==> src/rtl/l2_norm_vec_accum.sv <==
// Squared L2 norm engine: squares LANES samples per beat and accumulates
// them over a vector of up to VEC_LEN beats, emitting one saturating result.
module l2_norm_vec_accum #(
    parameter int DATA_W  = 8,
    parameter int LANES   = 2,
    parameter int VEC_LEN = 4,
    parameter int ACC_W   = 20,
    parameter int SIGNED  = 0,
    localparam int CNT_W  = $clog2(VEC_LEN + 1)
) (
    input  logic                      clk,
    input  logic                      reset,
    input  logic                      clear,
    input  logic                      in_valid,
    output logic                      in_ready,
    input  logic [LANES*DATA_W-1:0]   in_data,
    input  logic                      in_last,
    output logic                      out_valid,
    input  logic                      out_ready,
    output logic [ACC_W-1:0]          out_sum,
    output logic [CNT_W-1:0]          out_beats,
    output logic                      out_sat
);

    localparam int EXT_W = (LANES > 1) ? $clog2(LANES) : 1;
    localparam int SUM_W = 2 * DATA_W + EXT_W;
    localparam int NXT_W = ((SUM_W > ACC_W) ? SUM_W : ACC_W) + 1;

    logic                    pipe_en;
    logic                    accept;
    logic                    is_last;
    logic [CNT_W-1:0]        cnt;

    logic                    s1_valid;
    logic [LANES*DATA_W-1:0] s1_data;
    logic                    s1_last;
    logic [CNT_W-1:0]        s1_idx;

    logic                    s2_valid;
    logic [SUM_W-1:0]        s2_sum;
    logic                    s2_last;
    logic [CNT_W-1:0]        s2_beats;

    logic [ACC_W-1:0]        acc;
    logic                    sat;

    logic [SUM_W-1:0]        lane_sum;
    logic [DATA_W-1:0]       smp;
    logic [DATA_W-1:0]       mag;
    logic [2*DATA_W-1:0]     sq;
    logic [NXT_W-1:0]        acc_sum;
    logic                    ovf;
    logic [ACC_W-1:0]        acc_nxt;
    logic                    load;

    // A held result freezes every stage so nothing is lost or duplicated.
    assign pipe_en  = !(out_valid && !out_ready);
    assign in_ready = pipe_en && !clear && !reset;
    assign accept   = in_valid && in_ready;
    assign is_last  = in_last || (cnt == CNT_W'(VEC_LEN - 1));
    assign load     = pipe_en && !clear && s2_valid && s2_last;

    always_ff @(posedge clk or posedge reset) begin
        if (reset) begin
            cnt      <= '0;
            s1_valid <= 1'b0;
            s1_data  <= '0;
            s1_last  <= 1'b0;
            s1_idx   <= '0;
        end else if (clear) begin
            cnt      <= '0;
            s1_valid <= 1'b0;
        end else if (pipe_en) begin
            s1_valid <= accept;
            if (accept) begin
                s1_data <= in_data;
                s1_last <= is_last;
                s1_idx  <= cnt;
                cnt     <= is_last ? '0 : cnt + 1'b1;
            end
        end
    end

    // Signed lanes are squared via their magnitude; -2^(DATA_W-1) still fits.
    always_comb begin
        lane_sum = '0;
        smp      = '0;
        mag      = '0;
        sq       = '0;
        for (int i = 0; i < LANES; i++) begin
            smp      = s1_data[i*DATA_W +: DATA_W];
            mag      = (SIGNED != 0 && smp[DATA_W-1]) ? -smp : smp;
            sq       = {{DATA_W{1'b0}}, mag} * {{DATA_W{1'b0}}, mag};
            lane_sum = lane_sum + SUM_W'(sq);
        end
    end

    always_ff @(posedge clk or posedge reset) begin
        if (reset) begin
            s2_valid <= 1'b0;
            s2_sum   <= '0;
            s2_last  <= 1'b0;
            s2_beats <= '0;
        end else if (clear) begin
            s2_valid <= 1'b0;
        end else if (pipe_en) begin
            s2_valid <= s1_valid;
            s2_sum   <= lane_sum;
            s2_last  <= s1_last;
            s2_beats <= s1_idx + 1'b1;
        end
    end

    always_comb begin
        acc_sum = NXT_W'(acc) + NXT_W'(s2_sum);
        ovf     = sat || (acc_sum >= (NXT_W'(1) << ACC_W));
        acc_nxt = ovf ? '1 : acc_sum[ACC_W-1:0];
    end

    always_ff @(posedge clk or posedge reset) begin
        if (reset) begin
            acc       <= '0;
            sat       <= 1'b0;
            out_sum   <= '0;
            out_beats <= '0;
            out_sat   <= 1'b0;
        end else if (clear) begin
            acc <= '0;
            sat <= 1'b0;
        end else if (pipe_en && s2_valid) begin
            if (s2_last) begin
                out_sum   <= acc_nxt;
                out_beats <= s2_beats;
                out_sat   <= ovf;
                acc       <= '0;
                sat       <= 1'b0;
            end else begin
                acc <= acc_nxt;
                sat <= ovf;
            end
        end
    end

    always_ff @(posedge clk or posedge reset) begin
        if (reset) begin
            out_valid <= 1'b0;
        end else if (load) begin
            out_valid <= 1'b1;
        end else if (out_ready) begin
            out_valid <= 1'b0;
        end
    end

endmodule

==> config.mk <==
export PLATFORM = sky130hd
export DESIGN_NAME = l2_norm_vec_accum
export DESIGN_NICKNAME = d
export VERILOG_FILES = /design/src/rtl/l2_norm_vec_accum.sv
export SDC_FILE = /design/constraint.sdc
export NUM_CORES = 1
export LEC_CHECK = 0
export CAP_MARGIN = 25
export CORE_MARGIN = 2
export CORE_UTILIZATION = 50
export CTS_BUF_LIST = sky130_fd_sc_hd__clkbuf_2
export DETAILED_ROUTE_END_ITERATION = 12
export PLACE_DENSITY = 0.78
export SYNTH_ARGS = -nofsm -noshare
export SYNTH_HDL_FRONTEND = slang
export SYNTH_SLANG_ARGS = --single-unit
==> constraint.sdc <==
create_clock -name clk -period 5.6 [get_ports clk]
set_clock_uncertainty 0.15 [all_clocks]
set_input_delay 0.56 -clock clk [delete_from_list [all_inputs] [get_ports clk]]
set_output_delay 0.56 -clock clk [all_outputs]
set_load 0.02 [all_outputs]
* Word level (Yosys, flattened, before mapping)
Index checks and enable logic that the tools add are counted.
** Word-level totals
- Input bits :: 22
- Output and inout port bits :: 26
- Bits in registers :: 92
** Cells by class
- Eq/ne operators :: 2
- $lt $le $gt $ge :: 1
- Multipliers :: 2
- $add $sub $neg :: 4
- Bitwise logic cells :: 2
- Muxes and demuxes :: 17
- Reduce and logical (&&, ||, !) cells :: 20
** Operator list (number)
- $mux 20 :: 4
- $mul 8x8->16 :: 2
- $add 20x17->21 :: 1
- $ge 21x21->1 const B :: 1
- $add 16x16->17 :: 1
- $mux 3 :: 4
- $mux 1 :: 9
- $logic_and 1x1->1 :: 7
- $add 3x1->3 const B :: 2
- $reduce_and 3->1 :: 2
- $reduce_bool 2->1 :: 3
- $logic_not 1->1 :: 4
- $reduce_and 2->1 :: 2
- $eq 3x2->1 const B :: 1
- $logic_or 1x1->1 :: 2
- $ne 2x2->1 const B :: 1
- $not 1->1 :: 2

* Depth between registers and ports, before layout
Gate-level depths: netlist of the first run.
- Word-level depth :: 9
- Gate-level depth with buffers :: 21
- Depth with buffers taken out :: 20

* Worst setup path after synthesis of the first run
OpenSTA, ideal clock, no wires.
- Kind :: reg-to-reg
- From :: register s1_data[14]
- To :: register s2_sum[15]
- Required time :: 5.317 ns
- Cell stages (with the launch flop) :: 20
- Data arrival time :: 5.250 ns
- Period minus slack after synthesis :: 5.534 ns
- Setup slack :: 0.066 ns
- Path buffers :: 1
- Cells stage by stage :: dfrtp_1 > clkbuf_1 > nand2_1 > fa_1 > inv_1 > fa_1 > fa_1 > fa_1 > fa_1 > inv_1 > fa_1 > inv_1 > ha_1 > a211oi_1 > o211ai_1 > a31oi_1 > o21ai_0 > a21oi_1 > xor2_1 > o21ai_0
** On the way
- Cells in the longest elaborated chain, start to end :: 2
** RTL lines
- start, declared :: line 35 : logic [LANES*DATA_W-1:0] s1_data;
- start signal, assigned :: line 76 : s1_data <= in_data;
- $mul 8x8->16 :: line 93 : sq = {{DATA_W{1'b0}}, mag} * {{DATA_W{1'b0}}, mag};
- $add 16x16->17 :: line 94 : lane_sum = lane_sum + SUM_W'(sq);
- end signal, assigned :: line 108 : s2_sum <= lane_sum;
- end, declared :: line 40 : logic [SUM_W-1:0] s2_sum;
No other way between the ends.
A chain may end at the register's enable or synchronous reset.

* Worst setup path after layout of the first run
- From :: register s1_data[3]
- To :: register s2_sum[13]
The elaborated chain is that of the path after synthesis.

==> metrics, run 1 <==
pwr dens around 620 mW/mm^2; Area Overhead vs Synth 15.0%; antenna violations before repair 1; ANT nets after route 0; final hold vios 0; crit-path max FO 3; NumNets Final around 1100; post-route minimum period about 5500 ps; internal power between 2 and 3 mW; RePlAce Congestion between 0.9 and 1; HPWL Detailed approximately 14000 microns; delay-heaviest family, CP adder cells; main area contributors after synthesis dfrtp_1 28%, fa_1 19%, ha_1 12%; WL per Instance between 10 and 15 microns; Synth Area per Inst roughly 9.1 sq um; initial drt markers approximately 440; first-pass GRT wire length 29900 microns; most frequent cells in the layout 156 x nand2_1, 101 x inv_1, 90 x dfrtp_1, 72 x ha_1, 69 x fa_1; drt pass-1 iters 7; buffer levels on the longest clock path 2; vias per cell around 5.4; worst vdd ir 601 uV; vias in the first global route between 6000 and 7000; DIE AREA 0.0172 sq mm; Synth top area share 28.4%; post-layout util about three fifths; root buf cell clkbuf_2; Die Span X approximately 130 microns; clock sinks between 90 and 100; Startpoint Class flip-flop; Max Fclk 0.181 GHz; status finished clean; Max Transition Viols Final 0; Combinational Power Share between 70% and 80%; Primary FF master, synth dfrtp_1; P_sw approximately 2.8 mW; IO Pins 48; GR Util All Layers between 20% and 30%; setup TNS 0 ps; drc violations 0; Clock Latency Late Sink 650 ps; gr ovfl total 0; total wire length around 18000 microns; CP arrival between 5000 and 6000 ps; initial core utilization 51.2%; period utilisation layout between 90% and 100%; worst path cell trace and2_4 -> fa_2 -> inv_2 -> fa_1 -> inv_1 -> fa_1 -> fa_2 -> fa_1 -> inv_2 -> fa_2 -> inv_2 -> ha_4 -> a211oi_2 -> o211ai_1 -> a31oi_2 -> o21bai_1 -> a21oi_2 -> xor2_1 -> o21ai_1; RSZ-0062 raised after global routing true; die height 131 microns; relative slew slack around 34%; Port Buf Inserts 47; Core Area approximately 0.016 sq mm; critical path endpoint category flip-flop; max cap viols 0; Reg2Reg Setup Slack about 63 ps; # H-tree levels 3; crit path from s1_data[3]$_DFFE_PP0P_; Flop pwr share roughly 16%; post-synthesis cell type count between 50 and 60; Sw Share slightly below 50%; Rows 46; sequential fraction of the synthesis area 28.4%; worst path required time ~6000 ps; Worst R2R Start s1_data[3]$_DFFE_PP0P_; largest net degree at the start of global routing 70; cts bufs inserted 9; LEAKAGE about 4.7 nW; slowest stage cell on the critical path fa_1; commonest non-fill, non-tap cell in the layout nand2_1; clock share of power approximately 6%; Tightest Pin Transition slightly below 1000 ps; Synth area leader dfrtp_1; cells after synthesis slightly below 900; TritonCTS clock tree done; synth warn 0; endpoints failing setup 0; number of synthesized flops with an enable pin 0; #FFs+latches synth 92; Clock transition at path regs around 280 ps; Async SR Flop Fraction between 90% and 100%; Hold WC Path Type input pin to asynchronous set/reset pin; Post-Syn Area slightly above 0.008 sq mm; Syn Nets ~1100; ratio of cells with drive above 1 in the final layout between 10% and 20%; Worst Path Buf+Inv 4; crit-path max cell delay 540 ps; total number of vias approximately 6300; Setup CP Type flip-flop to flip-flop
[timing repair]
| item | CTS | global route |
|---|---|---|
| buffers inserted | 1 | 8 |
| gates resized for setup | 9 | 44 |
| endpoints found under the setup margin | 5 | 7 |
| hold buffers | 0 | 0 |
| pin swaps | 11 | 46 |
[sequential cells by signal, summed over array words and instances (netlist names)]
register   cells
acc           20
out_sum       20
s2_sum        17
s1_data       16
cnt            3
out_beats      3
s1_idx         3
s2_beats       3
out_sat        1
out_valid      1
s1_last        1
s1_valid       1
s2_last        1
s2_valid       1
sat            1
[per-layer routing]
layer	wire length [microns]	vias to the layer above	global-route usage [%]
met5	0	-	0
met4	346	0	6.64
met3	775	29	3.28
met2	8330	159	35.2
met1	8080	3068	29.0
li1	-	3034	-
[worst paths after layout]
kind / to / depth (start not counted)
max in group asynchronous: acc[17]$_DFFE_PP0P_ / 3
worst min register to register: out_beats[1]$_DFFE_PP0P_ / 2
worst min-delay path: cnt[1]$_DFFE_PP0P_ / 2
min in group clk: s1_data[0]$_DFFE_PP0P_ / 3
worst max-delay path: s2_sum[13]$_DFFE_PP0P_ / 19
worst max register to register: s2_sum[13]$_DFFE_PP0P_ / 19
[stage by stage]
stage                     hold WS [ps]  total power, mW  instances  area (sq um)  setup slack, ps
after floorplan                    289             3.72        886          8100             66.4
after global placement             301             4.52       1147          8950             17.4
after detailed placement           314             4.64       1148          8970            -80.3
after CTS                         43.9             5.14       1165          9120             2.86
after global routing              56.4             6.42       1174          9310             -127
final                             55.7             5.74       1174          9310             63.3
[power groups by stage]
stage	Sequential [mW]	Clock, mW	Combinational, mW
after floorplan	0.967	0	2.75
after global placement	0.919	0	3.60
after detailed placement	0.922	0	3.72
after CTS	0.908	0.345	3.88
after global routing	0.925	0.377	5.11
final	0.911	0.337	4.49
[final cells by class]
| type | count | area [sq um] |
|---|---|---|
| timing repair buffer | 91 | 823 |
| clock buffer | 10 | 50.0 |
| fill | 1342 | 6510 |
| clock inverter | 6 | 56.3 |
| tap | 216 | 270 |
| antenna | 1 | 2.50 |
| multi-input combinational | 650 | 5400 |
| sequential | 92 | 2300 |
| inverter | 108 | 407 |
[cells in the mapped netlist (6+ instances only)]
cell,n
and2_1,34
o21ai_0,43
nand2b_1,11
nand2_1,161
a21oi_1,34
inv_1,108
a211oi_1,6
xor2_1,16
a22o_1,17
xnor2_1,16
dfrtp_1,92
nor2_1,42
clkbuf_1,33
o21ai_1,10
ha_1,77
fa_1,77
a21o_1,15
a31oi_1,17
nand3_1,6
nor2b_1,8
[logic make-up (layout without fill, tap and decap cells)]
family	count (synthesis)	after routing	share of synthesized area, %
other	0	1	0
flip-flops	92	92	28.4
AO/OA/AOI/OAI	175	175	14.0
adder cells (fa/ha/maj)	154	154	30.9
XOR/XNOR	32	32	3.46
AND/OR/NAND/NOR	282	282	15.5
multiplexers	7	7	0.896
buffers and inverters	144	215	6.75
[worst register-to-register path: stages, from the launching register on]
cell      delay (ps)
dfrtp_1          460
and2_4           180
fa_2             530
inv_2             40
fa_1             520
inv_1             50
fa_1             530
fa_2             450
fa_1             540
inv_2             40
fa_2             530
inv_2             40
ha_4             170
a211oi_2         200
o211ai_1         150
a31oi_2          280
o21bai_1         130
a21oi_2          180
xor2_1           170
o21ai_1           90
(Power assumes the default switching activity.)
==> inputs of run 2 (changes only) <==
--- a/config.mk
+++ b/config.mk
@@ -7,10 +7,10 @@
 export LEC_CHECK = 0
 export CAP_MARGIN = 25
 export CORE_MARGIN = 2
-export CORE_UTILIZATION = 50
+export CORE_UTILIZATION = 35
 export CTS_BUF_LIST = sky130_fd_sc_hd__clkbuf_2
 export DETAILED_ROUTE_END_ITERATION = 12
-export PLACE_DENSITY = 0.78
+export PLACE_DENSITY = 0.6
 export SYNTH_ARGS = -nofsm -noshare
 export SYNTH_HDL_FRONTEND = slang
 export SYNTH_SLANG_ARGS = --single-unit
==> metrics, run 2 (synthesis gave the netlist of run 1 again) <==
setup TNS 0 ps (unchanged); initial drt markers 328 (-25%); total power 6.08 mW (+5.8%); Clock Latency Late Sink 620 ps (-30 ps); Non-Filler Instances 1246 (+6.1%); DIE AREA 0.0244 sq mm (+41%); worst vdd ir 815 uV (+36%); Hold WC Path Type input pin to asynchronous set/reset pin; Max Transition Viols Final 0 (unchanged); Reg2Reg Depth 20 (+1); Reg2Reg Setup Slack 60 ps (about the same); TritonCTS clock tree done; largest net degree at the start of global routing 62 (-11%); total wire length 18200 microns (+4.0%); period utilisation layout 98.9% (about the same); endpoints failing setup 0 (unchanged); RePlAce Congestion 0.883 (-9.6%); GR Util All Layers 15.8% (-5.5 points); worst path required time 5930 ps (-70 ps); commonest non-fill, non-tap cell in the layout nand2_1; placed cell count 1220 (+6.3%); Tightest Pin Transition 949 ps (-34.5 ps); RSZ-0062 raised after global routing true; Worst R2R Start s1_data[3]$_DFFE_PP0P_; max cap viols 0 (unchanged); clock sinks 92 (unchanged); drc violations 0 (unchanged); root buf cell clkbuf_2; final instance area 0.00948 sq mm (+1.8%); Setup CP Type flip-flop to flip-flop; antenna violations before repair 1 (unchanged); delay-heaviest family, CP adder cells; buffer levels on the longest clock path 2 (unchanged); relative slew slack 36.6% (+2.3 points); # H-tree levels 3 (unchanged); final hold vios 0 (unchanged); vias in the first global route 6344 (-0.24%); largest registers acc (20), out_sum (20), s2_sum (17); Port Buf Inserts 47 (unchanged); NumNets Final 1131 (+0.27%); first-pass GRT wire length 30900 microns (+3.4%); critical path endpoint category flip-flop; Worst Path Buf+Inv 5 (+1); initial core utilization 35.8% (-15 points); total number of vias 6173 (-1.9%); Clock transition at path regs 300 ps (+20 ps); HPWL Detailed 14100 microns (+4.1%); vias per cell 4.95 (-7.5%); die height 156 microns (+19%); drt pass-1 iters 5 (-2); r2r endpoint s2_sum[15]$_DFFE_PP0P_; status finished clean; Startpoint Class flip-flop; # hold bufs at CTS 0 (unchanged); Core Area 0.0226 sq mm (+43%); CP arrival 5860 ps (-70 ps); post-route minimum period 5540 ps (+2.56 ps); ANT nets after route 0 (unchanged); LEAKAGE 4.77 nW (+1.0%); worst path cell trace buf_12 -> and2_4 -> fa_1 -> inv_2 -> fa_2 -> inv_2 -> fa_1 -> fa_2 -> fa_1 -> inv_2 -> fa_1 -> inv_2 -> ha_4 -> a211oi_2 -> o211ai_1 -> a31oi_2 -> o21ai_1 -> a21oi_1 -> xor2_1 -> o21ai_1; ratio of cells with drive above 1 in the final layout 12.0% (+0.69 points); WL per Instance 14.6 microns (-2.0%); slowest stage cell on the critical path fa_2; pwr dens 641 mW/mm^2 (+4.0%); IO Pins 48 (unchanged); Area Overhead vs Synth 17.1%; gr ovfl total 0 (unchanged); most frequent cells in the layout 156 x nand2_1, 97 x inv_1, 90 x dfrtp_1, 72 x ha_1, 71 x fa_1; Rows 55 (+20%); Max Fclk 0.181 GHz (about the same); DP Area 0.00909 sq mm (+1.4%); Die Span X 156 microns (+19%); crit-path max FO 3 (unchanged); crit-path max cell delay 560 ps (+20 ps); cts bufs inserted 9 (unchanged)
## run 2: cell count changes in the layout (fill, tap and decap cells not counted), sizes merged
cell / change
bufinv: +1
clkinv: -2
inv: +2
buf: +3
clkinvlp: -1
## run 2: power breakdown
group | total (mW) | switching (mW) | internal, mW
combinational | 4.79 | 2.51 | 2.28
sequential | 0.914 | 0.0988 | 0.815
clock | 0.374 | 0.259 | 0.115
## run 2: repair_timing
item	CTS	global route
buffers inserted	0	9
resized for setup	12	50
setup endpoints to repair	6	7
gates cloned	0	0
pin swaps	7	41
## run 2: stage by stage
step / utilization [%] / worst slack, ps / hold slack (ps)
after CTS: 40.9 / 3.24 / 70.5
final: 41.9 / 60.8 / 112
after detailed placement: 40.1 / -112 / 314
after global routing: 41.9 / -178 / 72.7
after global placement: 40.0 / -16.6 / 307
after floorplan: - / 66.4 / 289
## run 2: area by class of cell
class / count / area [sq um]
fill: 2221 / 13200
multi-input combinational: 650 / 5410
sequential: 92 / 2300
timing repair buffer: 94 / 875
inverter: 108 / 408
tap: 285 / 357
clock inverter: 6 / 76.3
clock buffer: 10 / 50.0
antenna: 1 / 2.50
## run 2: how the worst max path moves through the flow
stage,from,to,slack [ps],cells after the start
after floorplan,s1_data[14]$_DFFE_PP0P_,s2_sum[15]$_DFFE_PP0P_,70,19
after global placement,s1_data[13]$_DFFE_PP0P_,s2_sum[16]$_DFFE_PP0P_,-20,18
after detailed placement,s1_data[11]$_DFFE_PP0P_,s2_sum[15]$_DFFE_PP0P_,-110,18
after CTS,s1_data[6]$_DFFE_PP0P_,s2_sum[16]$_DFFE_PP0P_,3,19
after global routing,s1_data[3]$_DFFE_PP0P_,s2_sum[15]$_DFFE_PP0P_,-180,20
final,s1_data[3]$_DFFE_PP0P_,s2_sum[15]$_DFFE_PP0P_,60,20
## run 2: layer usage
layer | global-route usage, % | vias up | share of wire, %
met4 | 3.32 | 0 | 1.3
met2 | 27.2 | 98 | 48
met1 | 21.1 | 3010 | 48
met3 | 2.56 | 15 | 3.2
met5 | 0 | - | 0
li1 | - | 3050 | -
==> inputs of run 3 (changes only) <==
--- a/config.mk
+++ b/config.mk
@@ -5,7 +5,6 @@
 export SDC_FILE = /design/constraint.sdc
 export NUM_CORES = 1
 export LEC_CHECK = 0
-export CAP_MARGIN = 25
 export CORE_MARGIN = 2
 export CORE_UTILIZATION = 35
 export CTS_BUF_LIST = sky130_fd_sc_hd__clkbuf_2
==> metrics, run 3 (synthesis gave the netlist of run 1 again) <==
status finished clean; die height 156 microns (unchanged); Startpoint Class flip-flop; Worst Setup Slack post-DPL -129 ps (-17.4 ps); # hold bufs at CTS 0 (unchanged); internal power 3.09 mW (-3.5%); Flop pwr share 15.5% (+0.5 points); Core Area 0.0226 sq mm (unchanged); setup ws final 137 ps (+76.1 ps); post-layout util 41.8% (about the same); Rows 55 (unchanged); post-route minimum period 5460 ps (-76.1 ps); WL per Instance 14.5 microns (-0.62%); first-pass GRT wire length 31000 microns (+0.31%); worst vdd ir 786 uV (-3.6%); commonest non-fill, non-tap cell in the layout nand2_1; # H-tree levels 3 (unchanged); cts bufs inserted 9 (unchanged); drc violations 0 (unchanged); endpoints failing setup 0 (unchanged); vias per cell 4.95 (about the same); IO Pins 48 (unchanged); largest registers acc (20), out_sum (20), s2_sum (17); Non-Filler Instances 1244 (-0.16%); WHS 84.1 ps (-28.0 ps); total wire length 18100 microns (-0.78%); max cap viols 0 (unchanged); most frequent cells in the layout 153 x nand2_1, 96 x inv_1, 88 x dfrtp_1, 71 x ha_1, 67 x fa_1; Combinational Power Share 78.6% (-0.2 points); total number of vias 6159 (-0.23%); Reg2Reg Depth 19 (-5.0%); placed cell count 1219 (-0.082%); DP Area 0.00906 sq mm (-0.30%); Setup CP Type flip-flop to flip-flop; Reg area 0.00231 sq mm (+0.11%); initial drt markers 313 (-4.6%); largest net degree at the start of global routing 62 (unchanged); drt pass-1 iters 5 (unchanged); buffer levels on the longest clock path 2 (unchanged); relative slew slack 22.7% (-14 points); Max Fclk 0.183 GHz (+1.4%); number of fill cells 2214 (-0.32%); CP arrival 5800 ps (-60 ps); worst path required time 5930 ps (about the same); final instance area 0.00947 sq mm (about the same); critical path endpoint category flip-flop; GR Util All Layers 15.9% (+0.12 points); ANT nets after route 0 (unchanged); Port Buf Inserts 47 (unchanged); vias in the first global route 6223 (-1.9%); root buf cell clkbuf_2; total power 5.92 mW (-2.5%); r2r endpoint s2_sum[16]$_DFFE_PP0P_; gr ovfl total 0 (unchanged); crit-path max FO 4 (+1); TritonCTS clock tree done; Die Span X 156 microns (unchanged); Area Overhead vs Synth 17.0% (about the same); Hold WC Path Type input pin to asynchronous set/reset pin; NumNets Final 1129 (-0.18%); P_sw 2.83 mW (-1.4%); RSZ-0062 raised after global routing true; Worst R2R Start s1_data[7]$_DFFE_PP0P_; period utilisation layout 97.6% (-1.4 points); initial core utilization 35.8% (unchanged); clock sinks 92 (unchanged); Clock Latency Late Sink 650 ps (+30 ps); HPWL Detailed 14000 microns (-0.51%); Tightest Pin Transition 1160 ps (+210 ps); LEAKAGE 4.73 nW (-0.78%); DIE AREA 0.0244 sq mm (unchanged); Sw Share 47.7% (+0.54 points); Reg2Reg Setup Slack 140 ps (+80 ps); area of the multi-input gates 0.00545 sq mm (+0.79%); Max Transition Viols Final 0 (unchanged); setup TNS 0 ps (unchanged); clock share of power 5.9% (-0.3 points); ratio of cells with drive above 1 in the final layout 13.3% (+1.3 points); antenna violations before repair 1 (unchanged); pwr dens 625 mW/mm^2 (-2.5%); RePlAce Congestion 0.883 (unchanged); Clock transition at path regs 330 ps (+30 ps); final hold vios 0 (unchanged)
run 3: worst max-delay path by stage:
stage               slack, ps                    start                     end  depth (start not counted)
global route              -60  s1_data[12]$_DFFE_PP0P_  s2_sum[16]$_DFFE_PP0P_                         19
detailed placement       -130  s1_data[11]$_DFFE_PP0P_  s2_sum[15]$_DFFE_PP0P_                         18
CTS                         5   s1_data[3]$_DFFE_PP0P_  s2_sum[13]$_DFFE_PP0P_                         19
finish                    140   s1_data[7]$_DFFE_PP0P_  s2_sum[16]$_DFFE_PP0P_                         19
floorplan                  70  s1_data[14]$_DFFE_PP0P_  s2_sum[15]$_DFFE_PP0P_                         19
global placement          -20  s1_data[13]$_DFFE_PP0P_  s2_sum[16]$_DFFE_PP0P_                         18
run 3: power by group through the flow:
stage | clock network [mW] | registers [mW] | logic (mW)
2_1_floorplan | 0 | 0.967 | 2.75
3_3_place_gp | 0 | 0.925 | 3.89
3_5_place_dp | 0 | 0.928 | 3.93
4_1_cts | 0.367 | 0.917 | 4.28
5_1_grt | 0.380 | 0.937 | 5.35
6_report | 0.350 | 0.918 | 4.66
run 3: cell type report:
type	count	share of cell area, %
Sequential cell	92	24.4
Timing Repair Buffer	92	8.81
Clock buffer	9	0.475
Antenna cell	1	0.0264
Clock inverter	7	0.726
Multi-Input combinational cell	650	57.5
Tap cell	285	3.76
Inverter	108	4.31
run 3: what timing repair did:
| item | in CTS | in global routing |
|---|---|---|
| pin swaps | 15 | 46 |
| resized for setup | 23 | 54 |
| buffers inserted | 3 | 5 |
| endpoints found under the setup margin | 6 | 7 |
run 3: worst max-delay path, cell delays in order, from the launching register on:
cell	delay, ps
dfrtp_1	520
and2_4	200
fa_1	530
inv_1	50
fa_2	520
inv_2	40
fa_1	490
fa_2	440
fa_1	500
inv_2	40
fa_2	530
inv_2	40
ha_4	160
a21oi_4	150
nand2_2	70
o211ai_1	290
o211ai_1	150
a31oi_1	210
xnor2_1	140
o21ai_1	70
run 3: per-layer routing:
metal  up-vias  share of wire [%]  global-route usage, %
met4         0                1.4                   4.02
met1      3021                 49                   21.7
met5         -                  0                      0
li1       3038                  -                      -
met2        81                 47                   26.8
met3        19                2.8                   2.22
